File: config.mk
export PLATFORM = sky130hd
export DESIGN_NAME = pipeline_hazard_ctrl
export DESIGN_NICKNAME = d
export VERILOG_FILES = /design/src/rtl/pipeline_hazard_ctrl_pkg.sv /design/src/rtl/hazard_perf_cnt.sv /design/src/rtl/pipeline_hazard_ctrl.sv
export SDC_FILE = /design/constraint.sdc
export NUM_CORES = 1
export LEC_CHECK = 0
export CAP_MARGIN = 20
export CORE_MARGIN = 10
export CORE_UTILIZATION = 40
export DETAILED_ROUTE_END_ITERATION = 16
export PLACE_DENSITY_LB_ADDON = 0.08
export SLEW_MARGIN = 20
export SYNTH_ARGS = -nofsm -noshare
export SYNTH_HDL_FRONTEND = slang
export SYNTH_SLANG_ARGS = --single-unit
File: constraint.sdc
create_clock -name clk_i -period 4.1 [get_ports clk_i]
set_input_delay 0.82 -clock clk_i [delete_from_list [all_inputs] [get_ports clk_i]]
set_output_delay 0.82 -clock clk_i [all_outputs]
set_load 0.01 [all_outputs]
File: src/rtl/pipeline_hazard_ctrl_pkg.sv
// Shared definitions for the pipeline stall/flush sequencer.
// Holds FSM state encodings, the register specifier width and sizing helpers.
// Pure declarations: no logic, no latency, no flow control.
package pipeline_hazard_ctrl_pkg;

   // Register specifier width used by the ID/EX hazard compare
   localparam int REG_ADDR_W_DEF = 5;

   // FSM encodings; kept as plain 2-bit constants so older tools and
   // waveform scripts that decode ctrl_state numerically still work
   localparam logic [1:0] ST_RUN      = 2'd0;
   localparam logic [1:0] ST_MDU_BUSY = 2'd1;
   localparam logic [1:0] ST_MDU_DONE = 2'd2;
   localparam logic [1:0] ST_ILLEGAL  = 2'd3;

   // Width needed to hold the MDU down-counter preload value (lat-1)
   function automatic int mdu_cnt_w(input int lat);
      return $clog2(lat) + 1;
   endfunction

endpackage : pipeline_hazard_ctrl_pkg

File: src/rtl/hazard_perf_cnt.sv
// Free-running event counter with synchronous clear, enable and natural wrap.
// Latency: count visible one cycle after the enabled cycle.
// No backpressure: counts every enabled cycle, clear wins over enable.
module hazard_perf_cnt #(
   parameter int W = 32
) (
   input  logic         clk_i,
   input  logic         clr_i,
   input  logic         en_i,
   output logic [W-1:0] cnt_o
);

   logic [W-1:0] cnt_q;
   logic [W-1:0] cnt_d;

   // Next count: clear has priority, otherwise increment and wrap modulo 2^W
   always_comb begin
      cnt_d = cnt_q;
      if (clr_i) begin
         cnt_d = '0;
      end else if (en_i) begin
         cnt_d = cnt_q + W'(1);
      end
   end

   // Count register
   always_ff @(posedge clk_i) begin
      cnt_q <= cnt_d;
   end

   assign cnt_o = cnt_q;

endmodule : hazard_perf_cnt

File: src/rtl/pipeline_hazard_ctrl.sv
// Stall/flush sequencer for load-use hazards, taken branches and the multi-cycle MDU.
// Latency: enables/flushes are combinational from state and inputs; counters lag one cycle.
// Backpressure: stalls PC, IF/ID and ID/EX for one cycle per load-use and MDU_LAT cycles per MDU op.
module pipeline_hazard_ctrl
   import pipeline_hazard_ctrl_pkg::*;
#(
   parameter int REG_ADDR_W = REG_ADDR_W_DEF,
   parameter int MDU_LAT    = 32,
   parameter int CNT_W      = 32
) (
   input  logic                  clk_i,
   input  logic                  rst_i,
   input  logic [REG_ADDR_W-1:0] id_rs_i,
   input  logic [REG_ADDR_W-1:0] id_rt_i,
   input  logic                  id_uses_rt_i,
   input  logic [REG_ADDR_W-1:0] ex_rt_i,
   input  logic                  ex_mem_read_i,
   input  logic                  ex_branch_taken_i,
   input  logic                  ex_mdu_start_i,
   output logic                  pc_write_o,
   output logic                  ifid_write_o,
   output logic                  ifid_flush_o,
   output logic                  idex_write_o,
   output logic                  idex_flush_o,
   output logic                  exmem_bubble_o,
   output logic                  mdu_busy_o,
   output logic [1:0]            ctrl_state_o,
   output logic [CNT_W-1:0]      stall_cycles_o,
   output logic [CNT_W-1:0]      flush_count_o
);

   localparam int MCW = mdu_cnt_w(MDU_LAT);

   logic [1:0]     state_q;
   logic [1:0]     state_d;
   logic [MCW-1:0] mdu_cnt_q;
   logic [MCW-1:0] mdu_cnt_d;
   logic           load_use;
   logic           stall_en;
   logic           flush_en;

   // Load in EX writing a non-zero register that the ID instruction reads
   assign load_use = ex_mem_read_i
                   & (ex_rt_i != '0)
                   & ((ex_rt_i == id_rs_i) | (id_uses_rt_i & (ex_rt_i == id_rt_i)));

   // Next state and MDU down-counter; branch beats MDU start beats load-use in RUN
   always_comb begin
      state_d   = state_q;
      mdu_cnt_d = mdu_cnt_q;
      unique case (state_q)
         ST_RUN: begin
            if (ex_branch_taken_i) begin
               state_d = ST_RUN;
            end else if (ex_mdu_start_i) begin
               mdu_cnt_d = MCW'(MDU_LAT - 1);
               state_d   = ST_MDU_BUSY;
            end
         end
         ST_MDU_BUSY: begin
            mdu_cnt_d = mdu_cnt_q - MCW'(1);
            if (mdu_cnt_q == MCW'(1)) begin
               state_d = ST_MDU_DONE;
            end
         end
         ST_MDU_DONE: begin
            // EX still holds the finishing MDU op, so its start/branch/load bits are stale
            state_d = ST_RUN;
         end
         default: begin
            state_d   = ST_RUN;
            mdu_cnt_d = '0;
         end
      endcase
   end

   // FSM and MDU counter registers; reset aborts any MDU op in flight
   always_ff @(posedge clk_i) begin
      if (rst_i) begin
         state_q   <= ST_RUN;
         mdu_cnt_q <= '0;
      end else begin
         state_q   <= state_d;
         mdu_cnt_q <= mdu_cnt_d;
      end
   end

   // Output decode: defaults let the pipeline flow, reset forces NOPs everywhere
   always_comb begin
      pc_write_o     = 1'b1;
      ifid_write_o   = 1'b1;
      ifid_flush_o   = 1'b0;
      idex_write_o   = 1'b1;
      idex_flush_o   = 1'b0;
      exmem_bubble_o = 1'b0;
      if (rst_i) begin
         pc_write_o     = 1'b0;
         ifid_write_o   = 1'b0;
         ifid_flush_o   = 1'b1;
         idex_write_o   = 1'b0;
         idex_flush_o   = 1'b1;
         exmem_bubble_o = 1'b1;
      end else begin
         unique case (state_q)
            ST_RUN: begin
               if (ex_branch_taken_i) begin
                  // Wrong-path instructions in IF/ID and ID/EX are squashed
                  ifid_flush_o = 1'b1;
                  idex_flush_o = 1'b1;
               end else if (ex_mdu_start_i) begin
                  pc_write_o     = 1'b0;
                  ifid_write_o   = 1'b0;
                  idex_write_o   = 1'b0;
                  exmem_bubble_o = 1'b1;
               end else if (load_use) begin
                  // Hold IF/ID and PC, send a bubble into EX; the bubble clears
                  // ex_mem_read next cycle so the stall cannot retrigger
                  pc_write_o   = 1'b0;
                  ifid_write_o = 1'b0;
                  idex_flush_o = 1'b1;
               end
            end
            ST_MDU_BUSY: begin
               pc_write_o     = 1'b0;
               ifid_write_o   = 1'b0;
               idex_write_o   = 1'b0;
               exmem_bubble_o = 1'b1;
            end
            default: begin
               // MDU_DONE and the unreachable encoding keep the flow-through defaults
            end
         endcase
      end
   end

   assign mdu_busy_o   = (state_q == ST_MDU_BUSY);
   assign ctrl_state_o = state_q;

   assign stall_en = ~rst_i & ~pc_write_o;
   assign flush_en = ~rst_i & (state_q == ST_RUN) & ex_branch_taken_i;

   hazard_perf_cnt #(.W(CNT_W)) u_stall_cnt (
      .clk_i (clk_i),
      .clr_i (rst_i),
      .en_i  (stall_en),
      .cnt_o (stall_cycles_o)
   );

   hazard_perf_cnt #(.W(CNT_W)) u_flush_cnt (
      .clk_i (clk_i),
      .clr_i (rst_i),
      .en_i  (flush_en),
      .cnt_o (flush_count_o)
   );

endmodule : pipeline_hazard_ctrl
### After elaboration in Yosys (flattened, before gate mapping)

Index checks and enable logic that the tools add are counted.

* word-level logic and storage cells: 58
* input bits: 21
* register bits: 72

* reductions and logical operators: 4
* bitwise gates (word level): 10
* muxes and demuxes: 28
* add/sub/neg operators: 3
* equality and inequality tests: 9

Operators by type and width (number)
* $add 32x1->32 const B: 2
* $mux 1: 18
* $pmux 6 s3: 1
* $mux 6: 2
* $eq 5x5->1: 2
* $and 1x1->1: 6
* $eq 6x1->1 const B: 1
* $mux 2: 3
* $pmux 1 s2: 3
* $sub 6x1->6 const B: 1
* $reduce_bool 5->1: 1
* $ne 2x2->1 const B: 2
* $pmux 2 s2: 1
* $ne 3x3->1 const B: 1
* $not 1->1: 3
* $reduce_and 3->1: 1
* $eq 2x1->1 const B: 1
* $eq 2x2->1 const B: 1
* $logic_not 2->1: 1
* $ne 2x1->1 const B: 1
* $reduce_and 2->1: 1
* $or 1x1->1: 1

### Longest topological paths before layout

* word-level depth: 11
* gate-level depth with buffers: 9

### By module

From an unflattened synthesis, not the netlist that was laid out.

* cells, all modules: 443
* area total of the unflattened synthesis: 3762.4 um^2

Modules (own cells, without submodules)
* hazard_perf_cnt: area each 1564.0 um^2, cells each 181, instances 2
* pipeline_hazard_ctrl: area each 634.4 um^2, cells each 81, instances 1

### Least setup slack after synthesis

Ideal clock, no wire load.

* path type: input to output
* start: input port ex_rt_i[1]
* end: output port pc_write_o
* buffers on the path: 1
* data arrival time: 2.090 ns
* cell stages on the path: 5
* path slack: 1.190 ns
* data required time: 3.280 ns
* path through: or4_1 > o211ai_2 > inv_1 > a31oi_1 > buf_4

* word-level cells in the longest chain between the ends: 9
* elaborated cells on any way between the ends: 12
* classes of those cells: eq/ne: 2; mux: 5; bitwise: 4; reduce/logical: 1

Ends and longest elaborated chain
* start: declaration: line pipeline_hazard_ctrl.sv:16 `input logic [REG_ADDR_W-1:0] ex_rt_i,`
* $eq 5x5->1: line pipeline_hazard_ctrl.sv:45 `& ((ex_rt_i == id_rs_i) | (id_uses_rt_i & (ex_rt_i == id_rt_i)));`
* $and 1x1->1: line pipeline_hazard_ctrl.sv:45
* $or 1x1->1: line pipeline_hazard_ctrl.sv:45
* $and 1x1->1 (*): line pipeline_hazard_ctrl.sv:45
* $mux 1 (*) (3 in series)
* $pmux 1 s2 (*)
* $mux 1 (*)
* end: declaration: line pipeline_hazard_ctrl.sv:20 `output logic pc_write_o,`

Every way passes the cells marked *; elsewhere a longest branch is shown, timed or not.

### Worst setup path after layout

* start: input port ex_rt_i[1]
* end: output port pc_write_o

* word-level cells in the longest chain between the ends: 9
* elaborated cells on any way between the ends: 12
* classes of those cells: eq/ne: 2; mux: 5; bitwise: 4; reduce/logical: 1

Ends and longest elaborated chain
* $eq 5x5->1: line pipeline_hazard_ctrl.sv:45
* $and 1x1->1: line pipeline_hazard_ctrl.sv:45
* $or 1x1->1: line pipeline_hazard_ctrl.sv:45
* $and 1x1->1 (*): line pipeline_hazard_ctrl.sv:45
* $mux 1 (*): line pipeline_hazard_ctrl.sv:115 `end else if (load_use) begin`
* $mux 1 (*): line pipeline_hazard_ctrl.sv:110 `end else if (ex_mdu_start_i) begin`
* $mux 1 (*): line pipeline_hazard_ctrl.sv:106 `if (ex_branch_taken_i) begin`
* $pmux 1 s2 (*): line pipeline_hazard_ctrl.sv:104 `unique case (state_q)`
* $mux 1 (*): line pipeline_hazard_ctrl.sv:96 `if (rst_i) begin`

Marks and branches as above.

==> impl_metrics.ini <==
[finish]
finish.instance_area_sq_mm = 0.004830
final_cells = 634
n_fill_cell = 817
num-nets-final = 546
drive_above_1_share = 0.06464
syn2layout_area_growth_pct = 34.92
insertedDiodeCount = 0

[yosys]
ys_async_sr_fraction = 0
synth.yosys.seq_area_share = 0.4027
synthCells = 432
ys.warnings.count = 0
yosys_register_bits = 72
synth.lib_cells_used.distinct = 48
synth-edff-count = 0
synth_flop_cell = sky130_fd_sc_hd__dfxtp_1
synthesis.area_sq_mm = 0.003580
syn_nets = 457
synth.avg_cell_area_sq_um = 8.286

[place]
finalWeightedCongestion = 0.7782
post-place-ws_ns = 0.2824
port_buffers = 93
half_perimeter_wire_length_after_placement_microns = 7036
placed_cell_area_sq_mm = 0.004577
number_of_placed_cells_counting_well_taps = 618

[timing]
unrepaired_setup_endpoints_after_global_routing = false
worst_hold_check_slack_ns = 0.4928
layout_worst_path_cycle_share = 0.9325
worst_slack_ns = 0.2766
timing.final.setup_violations = 0
finClkSkew_ns = 0.01784
layout_min_cycle_time_ns = 3.823
timing_max_transition_violations_final = 0
max_slew.worst_pin.slew_ns = 0.7545
slew_headroom = 0.4970
timing.final.hold_violations = 0
tns_ns = 0
max_clock_freq_ghz = 0.2615

[setup_path]
worst-endpoint-required_ns = 3.28
cpMaxStageDelayCell = sky130_fd_sc_hd__clkdlybuf4s50_1
worst_path_most_repeated_cell = sky130_fd_sc_hd__clkdlybuf4s50_1
critical_path.max_fanout = 3
startpoint_type = input port
worstPathArrival_ns = 3.00
cp_endpoint_kind = primary output
startpoint_to_endpoint_class_of_the_critical_path = in2out
cp_cell_sequence = clkdlybuf4s50_1 -> or4_1 -> o211ai_2 -> inv_1 -> a31oi_1 -> clkdlybuf4s50_1
crit_path_max_incr_delay_ns = 0.59

[die]
core_region_area_sq_mm = 0.008721
die-width_microns = 114.6
floorplan.rows = 34
initial_core_util = 0.4105
fp.dieArea_sq_mm = 0.01313
floorplan.io_pins = 94
die-height_microns = 114.6

[routing]
routed_wl_microns = 9663
detailedRoute.firstIterationViolations = 121
remaining_drcs = 0
avgRoutedWirePerCell_microns = 15.24
via_count = 3391
postRouteAntennaNets = 0
drt_via_density = 5.349
detailedRoute.firstPassIterationCount = 4

[cts]
clk_root_buffer_cell = sky130_fd_sc_hd__clkbuf_8
clock_transition_at_the_register_clock_pins_on_the_worst_setup_and_hold_paths_after_cts_ns = 0.07
worst_skew_pair.late_latency_ns = 0.35
cts_tree = done
clock_tree.buffer_depth = 2
clock_tree.htree_level_count = 3
cts.repair.resized = 0
clock_sink_count = 72
cts_inserted_buffers = 9
cts_hold_repair.buffers = 0
setup_bufs_post_cts = 0

[pwr]
clkPwrFrac = 0.449
seq_power_share = 0.460
comb_power_share = 0.091
power_density_mw_per_mm2 = 327.8
power.net_switching_w = 0.0003744
static-leakage-power_nw = 1.645
sw_frac_of_total = 0.2364
max-vdd-ir-drop_v = 0.0001779
p_int_w = 0.001209

[job]
maxCapViolCount = 0

[hold_path]
min-delay-path-class = reg2reg

[run_status]
status = finished, final reports clean

[global_routing]
aggregate_global_route_resource_usage = 0.1451
grt_max_degree = 71
antenna_found_initial = 0
gr-total-overflow = 0
grt_pass1_vias = 3182
grt_pass1_wl_microns = 15870
power groups by stage:
stage	logic, W	clock network [W]	registers (W)
after floorplan	0.0000802	0	0.000741
after global placement	0.000143	0	0.000744
after detailed placement	0.000145	0	0.000744
after CTS	0.000146	0.000727	0.000728
after global routing	0.000160	0.000754	0.000731
final	0.000145	0.000711	0.000728
synth_stat cells, types with 2 or more instances:
library cell                n  area, sq um
sky130_fd_sc_hd__nand2b_1   3        18.77
sky130_fd_sc_hd__and2_1     4        25.02
sky130_fd_sc_hd__a21oi_1   45        225.2
sky130_fd_sc_hd__nor4_1     2        12.51
sky130_fd_sc_hd__o31ai_1   10        75.07
sky130_fd_sc_hd__xnor2_1   22        192.7
sky130_fd_sc_hd__nand3b_1   3        22.52
sky130_fd_sc_hd__buf_2      6        30.03
sky130_fd_sc_hd__ha_1       4        50.05
sky130_fd_sc_hd__or3_1     22        137.6
sky130_fd_sc_hd__xor2_1    16        140.1
sky130_fd_sc_hd__buf_6      2        22.52
sky130_fd_sc_hd__nor3b_1    2        15.01
sky130_fd_sc_hd__nor2_1    44        165.2
sky130_fd_sc_hd__o21ai_0   25        125.1
sky130_fd_sc_hd__a21o_1     2        15.01
sky130_fd_sc_hd__and4_1     6        52.55
sky130_fd_sc_hd__mux2i_1    2        20.02
sky130_fd_sc_hd__dfxtp_1   72         1441
sky130_fd_sc_hd__clkbuf_1   8        30.03
sky130_fd_sc_hd__nand2_1   32        120.1
sky130_fd_sc_hd__nand4_1   10        62.56
sky130_fd_sc_hd__mux2_2     2        22.52
sky130_fd_sc_hd__or2_2      3        18.77
sky130_fd_sc_hd__buf_1      3        11.26
sky130_fd_sc_hd__nand3_1   19        95.09
sky130_fd_sc_hd__and3_1    12        75.07
sky130_fd_sc_hd__a31oi_1    2        12.51
sky130_fd_sc_hd__nor3_1     8        40.04
sky130_fd_sc_hd__inv_1     13        48.80
sky130_fd_sc_hd__or4_1     11        82.58
placed cells by master (no fill, tap or decap), drive strengths merged, types with 2 or more instances in the layout:
cell type,synthesis,final
or2,3,3
o21ai,26,26
buf,12,6
nor2,44,44
nor3,9,9
or3,22,22
clkbuf,8,10
nand2,32,32
nor4,3,3
nand3b,3,3
ha,4,4
xor2,16,16
nand3,20,20
and2,4,4
dfxtp,72,72
clkdlybuf4s50,0,92
inv,13,14
a31oi,2,2
o31ai,10,10
mux2,2,2
and4,7,7
or4,11,11
xnor2,22,22
nand2b,3,3
mux2i,2,2
a21oi,45,45
nand4,11,11
and3,12,12
nor3b,3,3
a21o,2,2
bufinv,0,3
registers in the layout, summed over array words and instances, names as in the netlist:
name               count
mdu_cnt_q              6
u_stall_cnt.cnt_o     32
u_flush_cnt.cnt_o     32
ctrl_state_o           2
metrics by stage:
stage / util / power [W]
2_1_floorplan: - / 0.0008216
3_3_place_gp: 0.5248 / 0.0008865
3_5_place_dp: 0.5248 / 0.0008891
4_1_cts: 0.5538 / 0.001600
5_1_grt: 0.5538 / 0.001644
6_report: 0.5538 / 0.001583
cells by family after synthesis:
| family | Yosys count | synth area share |
|---|---|---|
| compound gates | 91 | 0.1426 |
| xor+xnor | 38 | 0.09297 |
| fa+ha+maj | 4 | 0.01398 |
| buf+inv | 33 | 0.04195 |
| flops | 72 | 0.4027 |
| mux | 4 | 0.01188 |
| simple gates | 190 | 0.2940 |
final timing paths:
check                        start                    end  slack (ns)  cells after the start
max reg2reg        ctrl_state_o[0]  u_stall_cnt.cnt_o[13]        1.82                      7
min reg2reg  u_stall_cnt.cnt_o[31]  u_stall_cnt.cnt_o[31]        0.49                      2
min          u_stall_cnt.cnt_o[31]  u_stall_cnt.cnt_o[31]        0.49                      2
max                     ex_rt_i[1]             pc_write_o        0.28                      6
critical path, delay by kind of cell:
family          cells  cell delay (ns)
compound gates      2             0.45
buf+inv             3             1.16
simple gates        1             0.56
final cells by class:
type | count | area, sq um | area share
Sequential cell | 72 | 1441 | 0.2984
Clock inverter | 6 | 115.1 | 0.02383
Timing Repair Buffer | 98 | 963.4 | 0.1995
Clock buffer | 10 | 137.6 | 0.02850
Inverter | 13 | 48.80 | 0.01010
Tap cell | 108 | 135.1 | 0.02798
Multi-Input combinational cell | 327 | 1988 | 0.4117
layer usage:
layer	global-route usage	share of wire	vias to the layer above
li1	-	-	1725
met1	0.1735	0.45	1601
met3	0.03669	0.049	9
met2	0.2439	0.49	56
met5	0	0	-
met4	0.05430	0.011	0
Power figures use the tool's default switching activity.
